==> config.mk <==
export PLATFORM = sky130hd
export DESIGN_NAME = scr_arbiter_flat
export DESIGN_NICKNAME = d
export VERILOG_FILES = /design/src/rtl/scr_arbiter_pkg.sv /design/src/rtl/scr_arbiter_if.sv /design/src/rtl/scr_arbiter_rr_arb2.sv /design/src/rtl/scr_arbiter.sv /design/src/flat_wrapper.sv
export SDC_FILE = /design/constraint.sdc
export NUM_CORES = 1
export LEC_CHECK = 0
export CORE_MARGIN = 4
export CORE_UTILIZATION = 33
export CTS_CLUSTER_DIAMETER = 80
export CTS_CLUSTER_SIZE = 25
export DETAILED_ROUTE_END_ITERATION = 8
export PLACE_DENSITY = 0.95
export SYNTH_ARGS = -nofsm -noshare
export SYNTH_HDL_FRONTEND = slang
export SYNTH_SLANG_ARGS = --single-unit
==> constraint.sdc <==
create_clock -name clk_i -period 2.2 [get_ports clk_i]
set_input_delay 0.22 -clock clk_i [delete_from_list [all_inputs] [get_ports clk_i]]
set_output_delay 0.22 -clock clk_i [all_outputs]
set_load 0.05 [all_outputs]
==> src/rtl/scr_arbiter_pkg.sv <==
// Shared definitions for the scratch-RAM arbiter.
// Holds the FSM state type and the default geometry of the scratch RAM.
package scr_arbiter_pkg;

    localparam int DATA_W_DEF = 10;
    localparam int ADDR_W_DEF = 8;
    localparam int DEPTH_DEF  = 256;

    typedef enum logic {
        ST_IDLE  = 1'b0,
        ST_CLEAR = 1'b1
    } state_t;

endpackage

==> src/rtl/scr_arbiter_if.sv <==
// Requester-side bus of the scratch arbiter.
// Two requesters (r0 = CPU, r1 = debug/DMA), each with request, write enable,
// address and write data; per-requester grant and a shared read data return.
//   master : the requesters (drive req/we/addr/din, receive gnt/rd_data)
//   slave  : the arbiter
interface scr_arbiter_if
    import scr_arbiter_pkg::*;
#(
    parameter int DATA_W = DATA_W_DEF,
    parameter int ADDR_W = ADDR_W_DEF
) ();

    logic              r0_req;
    logic              r0_we;
    logic [ADDR_W-1:0] r0_addr;
    logic [DATA_W-1:0] r0_din;
    logic              r0_gnt;

    logic              r1_req;
    logic              r1_we;
    logic [ADDR_W-1:0] r1_addr;
    logic [DATA_W-1:0] r1_din;
    logic              r1_gnt;

    logic [DATA_W-1:0] rd_data;

    modport master (
        output r0_req, r0_we, r0_addr, r0_din,
        output r1_req, r1_we, r1_addr, r1_din,
        input  r0_gnt, r1_gnt, rd_data
    );

    modport slave (
        input  r0_req, r0_we, r0_addr, r0_din,
        input  r1_req, r1_we, r1_addr, r1_din,
        output r0_gnt, r1_gnt, rd_data
    );

endinterface

==> src/rtl/scr_arbiter_rr_arb2.sv <==
// Two-way round-robin arbiter.
// Ports:
//   clk_i, rst_i : clock, synchronous active-high reset
//   en_i         : arbitration allowed this cycle (grants forced low otherwise)
//   req_i[1:0]   : requests, bit 0 = requester 0
//   gnt_o[1:0]   : one-hot grant, combinational
// The pointer names the winner on contention and flips only after a
// contended cycle that was actually arbitrated.
module rr_arb2 (
    input  logic       clk_i,
    input  logic       rst_i,
    input  logic       en_i,
    input  logic [1:0] req_i,
    output logic [1:0] gnt_o
);

    logic ptr_q;
    logic ptr_d;

    always_comb begin
        gnt_o = 2'b00;
        ptr_d = ptr_q;
        if (en_i) begin
            unique case (req_i)
                2'b01: gnt_o = 2'b01;
                2'b10: gnt_o = 2'b10;
                2'b11: begin
                    gnt_o = ptr_q ? 2'b10 : 2'b01;
                    ptr_d = ~ptr_q;
                end
                default: gnt_o = 2'b00;
            endcase
        end
    end

    always_ff @(posedge clk_i) begin
        if (rst_i) begin
            ptr_q <= 1'b0;
        end else begin
            ptr_q <= ptr_d;
        end
    end

endmodule

==> src/rtl/scr_arbiter.sv <==
// Scratch-RAM arbiter with whole-memory clear.
// Ports:
//   clk_i, rst_i   : clock, synchronous active-high reset
//   bus            : requester bus (slave modport)
//   clr_start_i    : one-cycle pulse requesting a full clear
//   busy_o         : clear in progress
//   clr_done_o     : one-cycle pulse after the last location is cleared
//   scr_addr_o, scr_we_o, data_in_o : scratch RAM write/address port
//   data_out_i     : asynchronous scratch RAM read data
//
// state    | meaning
// ---------+------------------------------------------------------------
// ST_IDLE  | requesters arbitrated, granted one drives the scratch port
// ST_CLEAR | counter sweeps 0..DEPTH-1 writing zero, grants held low
module scr_arbiter
    import scr_arbiter_pkg::*;
#(
    parameter int DATA_W = DATA_W_DEF,
    parameter int ADDR_W = ADDR_W_DEF,
    parameter int DEPTH  = DEPTH_DEF
) (
    input  logic              clk_i,
    input  logic              rst_i,
    scr_arbiter_if.slave      bus,
    input  logic              clr_start_i,
    output logic              busy_o,
    output logic              clr_done_o,
    output logic [ADDR_W-1:0] scr_addr_o,
    output logic              scr_we_o,
    output logic [DATA_W-1:0] data_in_o,
    input  logic [DATA_W-1:0] data_out_i
);

    // One extra bit so DEPTH == 2**ADDR_W still has a distinct last value.
    localparam logic [ADDR_W:0] CNT_LAST = (ADDR_W + 1)'(DEPTH - 1);

    state_t          state_q;
    logic [ADDR_W:0] cnt_q;
    logic            busy_q;
    logic            clr_done_q;
    logic            arb_en;
    logic [1:0]      gnt;

    // A clear request wins its sampling cycle outright.
    assign arb_en = (state_q == ST_IDLE) && !clr_start_i;

    rr_arb2 u_rr_arb2 (
        .clk_i (clk_i),
        .rst_i (rst_i),
        .en_i  (arb_en),
        .req_i ({bus.r1_req, bus.r0_req}),
        .gnt_o (gnt)
    );

    assign bus.r0_gnt  = gnt[0];
    assign bus.r1_gnt  = gnt[1];
    assign bus.rd_data = data_out_i;

    always_comb begin
        scr_addr_o = '0;
        scr_we_o   = 1'b0;
        data_in_o  = '0;
        if (state_q == ST_CLEAR) begin
            scr_addr_o = cnt_q[ADDR_W-1:0];
            scr_we_o   = 1'b1;
        end else if (gnt[0]) begin
            scr_addr_o = bus.r0_addr;
            scr_we_o   = bus.r0_we;
            data_in_o  = bus.r0_din;
        end else if (gnt[1]) begin
            scr_addr_o = bus.r1_addr;
            scr_we_o   = bus.r1_we;
            data_in_o  = bus.r1_din;
        end
    end

    always_ff @(posedge clk_i) begin
        if (rst_i) begin
            state_q    <= ST_IDLE;
            cnt_q      <= '0;
            busy_q     <= 1'b0;
            clr_done_q <= 1'b0;
        end else begin
            clr_done_q <= 1'b0;
            unique case (state_q)
                ST_IDLE: begin
                    if (clr_start_i) begin
                        state_q <= ST_CLEAR;
                        cnt_q   <= '0;
                        busy_q  <= 1'b1;
                    end
                end
                ST_CLEAR: begin
                    // clr_start_i is deliberately not looked at here.
                    if (cnt_q == CNT_LAST) begin
                        state_q    <= ST_IDLE;
                        cnt_q      <= '0;
                        busy_q     <= 1'b0;
                        clr_done_q <= 1'b1;
                    end else begin
                        cnt_q <= cnt_q + 1'b1;
                    end
                end
                default: state_q <= ST_IDLE;
            endcase
        end
    end

    assign busy_o     = busy_q;
    assign clr_done_o = clr_done_q;

endmodule

==> src/flat_wrapper.sv <==
// flat-port wrapper written by rule: the top's interface ports become plain ports
module scr_arbiter_flat import scr_arbiter_pkg::*;
#(
    parameter int DATA_W = DATA_W_DEF,
    parameter int ADDR_W = ADDR_W_DEF,
    parameter int DEPTH  = DEPTH_DEF
)
  (clk_i, rst_i, clr_start_i, busy_o, clr_done_o, scr_addr_o, scr_we_o, data_in_o, data_out_i, bus_r0_req, bus_r0_we, bus_r0_addr, bus_r0_din, bus_r1_req, bus_r1_we, bus_r1_addr, bus_r1_din, bus_r0_gnt, bus_r1_gnt, bus_rd_data);
  scr_arbiter_if #(.DATA_W(DATA_W), .ADDR_W(ADDR_W)) bus_i ();
  input  logic clk_i;
  input  logic rst_i;
  input  logic clr_start_i;
  output logic busy_o;
  output logic clr_done_o;
  output logic [ADDR_W-1:0] scr_addr_o;
  output logic scr_we_o;
  output logic [DATA_W-1:0] data_in_o;
  input  logic [DATA_W-1:0] data_out_i;
  input wire logic [$bits(bus_i.r0_req)-1:0] bus_r0_req;
  input wire logic [$bits(bus_i.r0_we)-1:0] bus_r0_we;
  input wire logic [$bits(bus_i.r0_addr)-1:0] bus_r0_addr;
  input wire logic [$bits(bus_i.r0_din)-1:0] bus_r0_din;
  input wire logic [$bits(bus_i.r1_req)-1:0] bus_r1_req;
  input wire logic [$bits(bus_i.r1_we)-1:0] bus_r1_we;
  input wire logic [$bits(bus_i.r1_addr)-1:0] bus_r1_addr;
  input wire logic [$bits(bus_i.r1_din)-1:0] bus_r1_din;
  output wire logic [$bits(bus_i.r0_gnt)-1:0] bus_r0_gnt;
  output wire logic [$bits(bus_i.r1_gnt)-1:0] bus_r1_gnt;
  output wire logic [$bits(bus_i.rd_data)-1:0] bus_rd_data;
  assign bus_i.r0_req = bus_r0_req;
  assign bus_i.r0_we = bus_r0_we;
  assign bus_i.r0_addr = bus_r0_addr;
  assign bus_i.r0_din = bus_r0_din;
  assign bus_i.r1_req = bus_r1_req;
  assign bus_i.r1_we = bus_r1_we;
  assign bus_i.r1_addr = bus_r1_addr;
  assign bus_i.r1_din = bus_r1_din;
  assign bus_r0_gnt = bus_i.r0_gnt;
  assign bus_r1_gnt = bus_i.r1_gnt;
  assign bus_rd_data = bus_i.rd_data;
  scr_arbiter #(.DATA_W(DATA_W), .ADDR_W(ADDR_W), .DEPTH(DEPTH)) u_core (.clk_i(clk_i), .rst_i(rst_i), .bus(bus_i), .clr_start_i(clr_start_i), .busy_o(busy_o), .clr_done_o(clr_done_o), .scr_addr_o(scr_addr_o), .scr_we_o(scr_we_o), .data_in_o(data_in_o), .data_out_i(data_out_i));
endmodule
Word level (Yosys, flattened, before mapping)
Cells that the tools add are included.

operators by class
  reductions and logical operators = 5
  bitwise operators = 2
  add/subtract/negate cells = 1
  equal/unequal tests = 6
  mux-type cells = 22

operators with widths
  cell                   count
  $mux W10               3
  $mux W8                3
  $mux W9                2
  $pmux W9 S2            1
  $add A9 B1 Y9 const B  1
  $eq A9 B8 Y1 const B   1
  $mux W1                8
  $pmux W2 S3            1
  $eq A2 B2 Y1 const B   2
  $mux W2                2
  $ne A2 B2 Y1 const B   2
  $pmux W1 S2            2
  $reduce_and A2 Y1      2
  $eq A2 B1 Y1 const B   1
  $not A1 Y1             2
  $reduce_or A2 Y1       1
  $logic_and A1 B1 Y1    1
  $logic_not A1 Y1       1

word-level totals
  register bits after elaboration = 13
  input bits = 53
  output and inout port bits = 33

Logic depth before layout (Yosys ltp)
  depth after elaboration = 6
  mapped depth = 5
  mapped depth without buffers = 4

Hierarchy
A second synthesis with hierarchy kept.

second synthesis, totals
  cells, all modules = 138
  area total of the unflattened synthesis = 1032.2 um^2

by module, submodules not included
  module       cells an instance  seq. area each (um^2)  area an instance (um^2)  instances
  scr_arbiter  128                240.2                  959.7                    1
  rr_arb2      10                 20.0                   72.6                     1

Worst setup path after synthesis
OpenSTA, ideal clock, no wires.

  kind = reg-to-output
  start point = reg u_core.state_q
  end point = out data_in_o[0]
  path buffers = 2
  data required time = 1980 ps
  data arrival time = 1572 ps
  path slack = 408 ps
  cell stages (with the launch flop) = 6
  path through = dfxtp_1 buf_4 nor2_1 and3_1 buf_2 a22o_1

between the ends
  elaborated cells on any way between the ends = 6

RTL lines
  element                   line                       source
  start: declaration        scr_arbiter.sv:37          state_t state_q;
  start signal: assignment  scr_arbiter.sv:79          state_q <= ST_IDLE;
  start signal: assignment  scr_arbiter.sv:88          state_q <= ST_CLEAR;
  start signal: assignment  scr_arbiter.sv:96          state_q <= ST_IDLE;
  $not A1 Y1                scr_arbiter.sv:45          assign arb_en = (state_q == ST_IDLE) && !clr_start_i;
  $logic_and A1 B1 Y1       scr_arbiter.sv:45
  $mux W2                   scr_arbiter_rr_arb2.sv:23  if (en_i) begin
  via bus_r0_gnt            flat_wrapper.sv:27         output wire logic [$bits(bus_i.r0_gnt)-1:0] bus_r0_gnt;
  $mux W10                  scr_arbiter.sv:66          end else if (gnt[0]) begin
  $mux W10                  scr_arbiter.sv:63          if (state_q == ST_CLEAR) begin
  end: declaration          flat_wrapper.sv:17         output logic [DATA_W-1:0] data_in_o;

The timed path passes the listed nets, and every way through them passes these cells.

Worst setup path in the final report
  start point = in clr_start_i
  end point = out scr_addr_o[7]

between the ends
  cells in the longest elaborated chain, start to end = 6

ends and longest elaborated chain
  element                  line                       source
  start: declaration       flat_wrapper.sv:12         input logic clr_start_i;
  $logic_not A1 Y1 (*)     scr_arbiter.sv:45
  $logic_and A1 B1 Y1 (*)  scr_arbiter.sv:45
  $mux W2 (*)              scr_arbiter_rr_arb2.sv:23
  $mux W8                  scr_arbiter.sv:70          end else if (gnt[1]) begin
  $mux W8 (*)              scr_arbiter.sv:66
  $mux W8 (*)              scr_arbiter.sv:63
  end: declaration         flat_wrapper.sv:15         output logic [ADDR_W-1:0] scr_addr_o;

Mark *: on every way between the ends. The rest lies on a longest branch, timed or not.

==> impl_metrics.json <==
{
  "layout_common_cells": "clkdlybuf4s50_1 (44), buf_12 (22), dfxtp_1 (13)",
  "cpPeakStageDelay_ns": 0.54,
  "die_area_mm2": 0.00383,
  "synth_flop_cell": "dfxtp_1",
  "postRouteAntennaNets": 0,
  "crit_buf_inv": 3,
  "synth_edf_count": 0,
  "worst_pin_slew_ns": 0.594,
  "track_usage_pct": 18.2,
  "seq_area_frac_synth_pct": 27.2,
  "hold_depth": 0,
  "cts_max_path_buffers": 2,
  "cts_max_level": 1,
  "clock_latency_ns": 0.29,
  "antenna_found_initial": 0,
  "dieWidth_um": 61.9,
  "hold_violations": 0,
  "numCtsBuffers": 3,
  "core_mm2": 0.00276,
  "synthCells": 115,
  "dp_slack_ns": 0.210,
  "critPathLaunchType": "input port",
  "ys_warn_count": 0,
  "hp-class": "in -> out",
  "grt_pass1_wl_um": 5150,
  "cap_violations": 0,
  "tns_ns": 0,
  "crit_chain": "clkdlybuf4s50_1 -> nor2_1 -> and3_1 -> buf_12 -> a221o_1 -> buf_12",
  "synth_top_family_by_area": "simple AND/OR/NAND/NOR gates",
  "via_count": 1178,
  "start_util_pct": 34.7,
  "min_period_over_period_pct": 91.4,
  "cts_hold_buffers": 0,
  "hold_start": "data_out_i[8]",
  "slew_viol_final": 0,
  "area_delta_synth_final_pct": 90.5,
  "multi_input_area_um2": 579,
  "power.leakage_nw": 0.679,
  "drive_gt1_share_pct": 19.2,
  "fill_cells": 186,
  "crit_type": "in -> out",
  "finalSetupViolations": 0,
  "clockRootBuffer": "clkbuf_4",
  "cp.arrival_ns": 1.79,
  "via_per_inst": 5.80,
  "synthMuxAreaShare_pct": 0,
  "r2r_setup_slack_ns": 0.59,
  "rr_endpoint": "u_core.cnt_q[7]$_SDFFE_PP0N_",
  "p_per_area_mw_per_mm2": 411,
  "post_cts_resized": 0,
  "end_kind": "output pin",
  "drt-wirelength-per-cell_um": 17.9,
  "synth_fa_ha_area_share_pct": 1.31,
  "clock.fmax_ghz": 0.497,
  "critPathTopFamily": "buffers and inverters",
  "row_count": 19,
  "yosysTopAreaCell": "dfxtp_1",
  "utilization_pct": 66.1,
  "ys_types": 36,
  "crit_slowest_cell": "clkdlybuf4s50_1",
  "place_hpwl_um": 2930,
  "netlist_area_um2": 957,
  "cp_max_fo": 20,
  "status": "completed",
  "die_h_um": 61.9,
  "diodes": 0,
  "synth_compound_area_share_pct": 27.8,
  "hold_ws_ns": 0.440,
  "io_buffers": 65,
  "grt_start_max_net_pins": 21,
  "synth_xor_area_share_pct": 0.915,
  "layout_commonest_cell": "clkdlybuf4s50_1",
  "synth.avg_cell_area_um2": 8.32,
  "cts_tree": "yes",
  "hold_path_end": "bus_rd_data[8]",
  "synth_seq_cells": 13,
  "seq_area_um2": 260,
  "slew_headroom_pct": 60.1,
  "io_pins": 86,
  "worst_ep_required_time_ns": 1.98,
  "overflow": 0,
  "cts_num_sinks": 13,
  "drt_iter0_drc": 86,
  "synthArstFlopShare_pct": 0,
  "drc": 0,
  "cts_setup_buffers": 0,
  "grt_pass1_vias": 1081,
  "nets": 227,
  "reg2regPathDepth": 4,
  "fin_crit_ns": 2.01,
  "gp_congestion": 0.820,
  "synth_nets": 169,
  "rsz0062_at_grt": "no",
  "ir_drop_v": 0.000300,
  "fin_worst_skew_ns": 0.00289,
  "fin_ws_ns": 0.189,
  "synth-simple-area-share_pct": 30.5,
  "yosys-top-cells-area": "dfxtp_1 (27%), a221o_1 (9.4%), a22o_1 (9.2%)",
  "cp_common_cell": "buf_12",
  "netlist.area_leader.share_pct": 27.2,
  "drt-total-wl_um": 3630,
  "r2r_start": "u_core.cnt_q[0]$_SDFFE_PP0N_",
  "drtPass1Iterations": 4
}
==> cells in the mapped netlist, types with 3 or more instances <==
library cell and n:
a221o_1 9, o21ai_0 4, buf_2 4, nand2_1 9
o211ai_1 3, and2_1 6, nand3_1 4, a22o_1 10
dfxtp_1 13, buf_4 11, nor3_1 5, a21oi_1 3
==> where the power goes <==
group          switching [mW]  internal [mW]  leakage [nW]
Combinational           0.159          0.189         0.558
Sequential            0.00532          0.241         0.106
Clock                  0.0839         0.0706        0.0150
==> worst reg2reg max path: stages (launching register included) <==
cell and delay [ns]:
dfxtp_1 0.41, ha_1 0.32, nand4b_1 0.27, a211oi_1 0.35, o32ai_1 0.14
==> worst max path at each step <==
stage | startpoint | cells after the start | to | slack (ns)
6_report | clr_start_i | 6 | scr_addr_o[7] | 0.19
5_1_grt | clr_start_i | 6 | scr_addr_o[5] | 0.15
4_1_cts | clr_start_i | 6 | scr_addr_o[7] | 0.20
3_5_place_dp | clr_start_i | 6 | scr_addr_o[7] | 0.21
3_3_place_gp | clr_start_i | 6 | scr_addr_o[4] | 0.27
2_1_floorplan | u_core.state_q$_SDFF_PP0_ | 5 | data_in_o[0] | 0.41
==> registers in the layout (all words and copies together) (netlist names) <==
name and flops:
u_core.clr_done_o 1, u_core.state_q 1, u_core.busy_o 1, u_core.cnt_q 9, u_core.u_rr_arb2.ptr_q 1
==> area by class of cell <==
class / count / share of cell area [%]
inverter: 2 / 0.412
timing repair buffer: 70 / 50.0
clock buffer: 4 / 1.44
sequential: 13 / 14.3
tap: 31 / 2.13
multi-input combinational: 83 / 31.8
==> stage by stage <==
stage | power (mW) | instances | area, µm²
finish | 0.749 | 203 | 1820
global route | 0.776 | 203 | 1820
CTS | 0.753 | 203 | 1820
detailed placement | 0.600 | 199 | 1800
global placement | 0.593 | 199 | 1800
floorplan | 0.445 | 115 | 957
==> per-layer routing <==
layer  vias to the layer above  wire length [µm]  share of wire (%)  track usage (%)
met1                       530              1200                 33             18.2
met3                        11               491                 14             3.93
met2                        94              1860                 51             35.6
met5                         -                 0                  0                0
met4                         0                85                2.3             7.58
li1                        543                 -                  -                -
==> kinds of logic (layout without fill, tap and decap cells) <==
logic type                 count (synthesis)  count (layout)
and+or+nand+nor                           48              48
AOI/OAI and AO/OA                         33              33
buffers and inverters                     19              76
DFF                                       13              13
adders and majority gates                  1               1
xor gates and xnor gates                   1               1
Power figures use the tool's default switching activity.
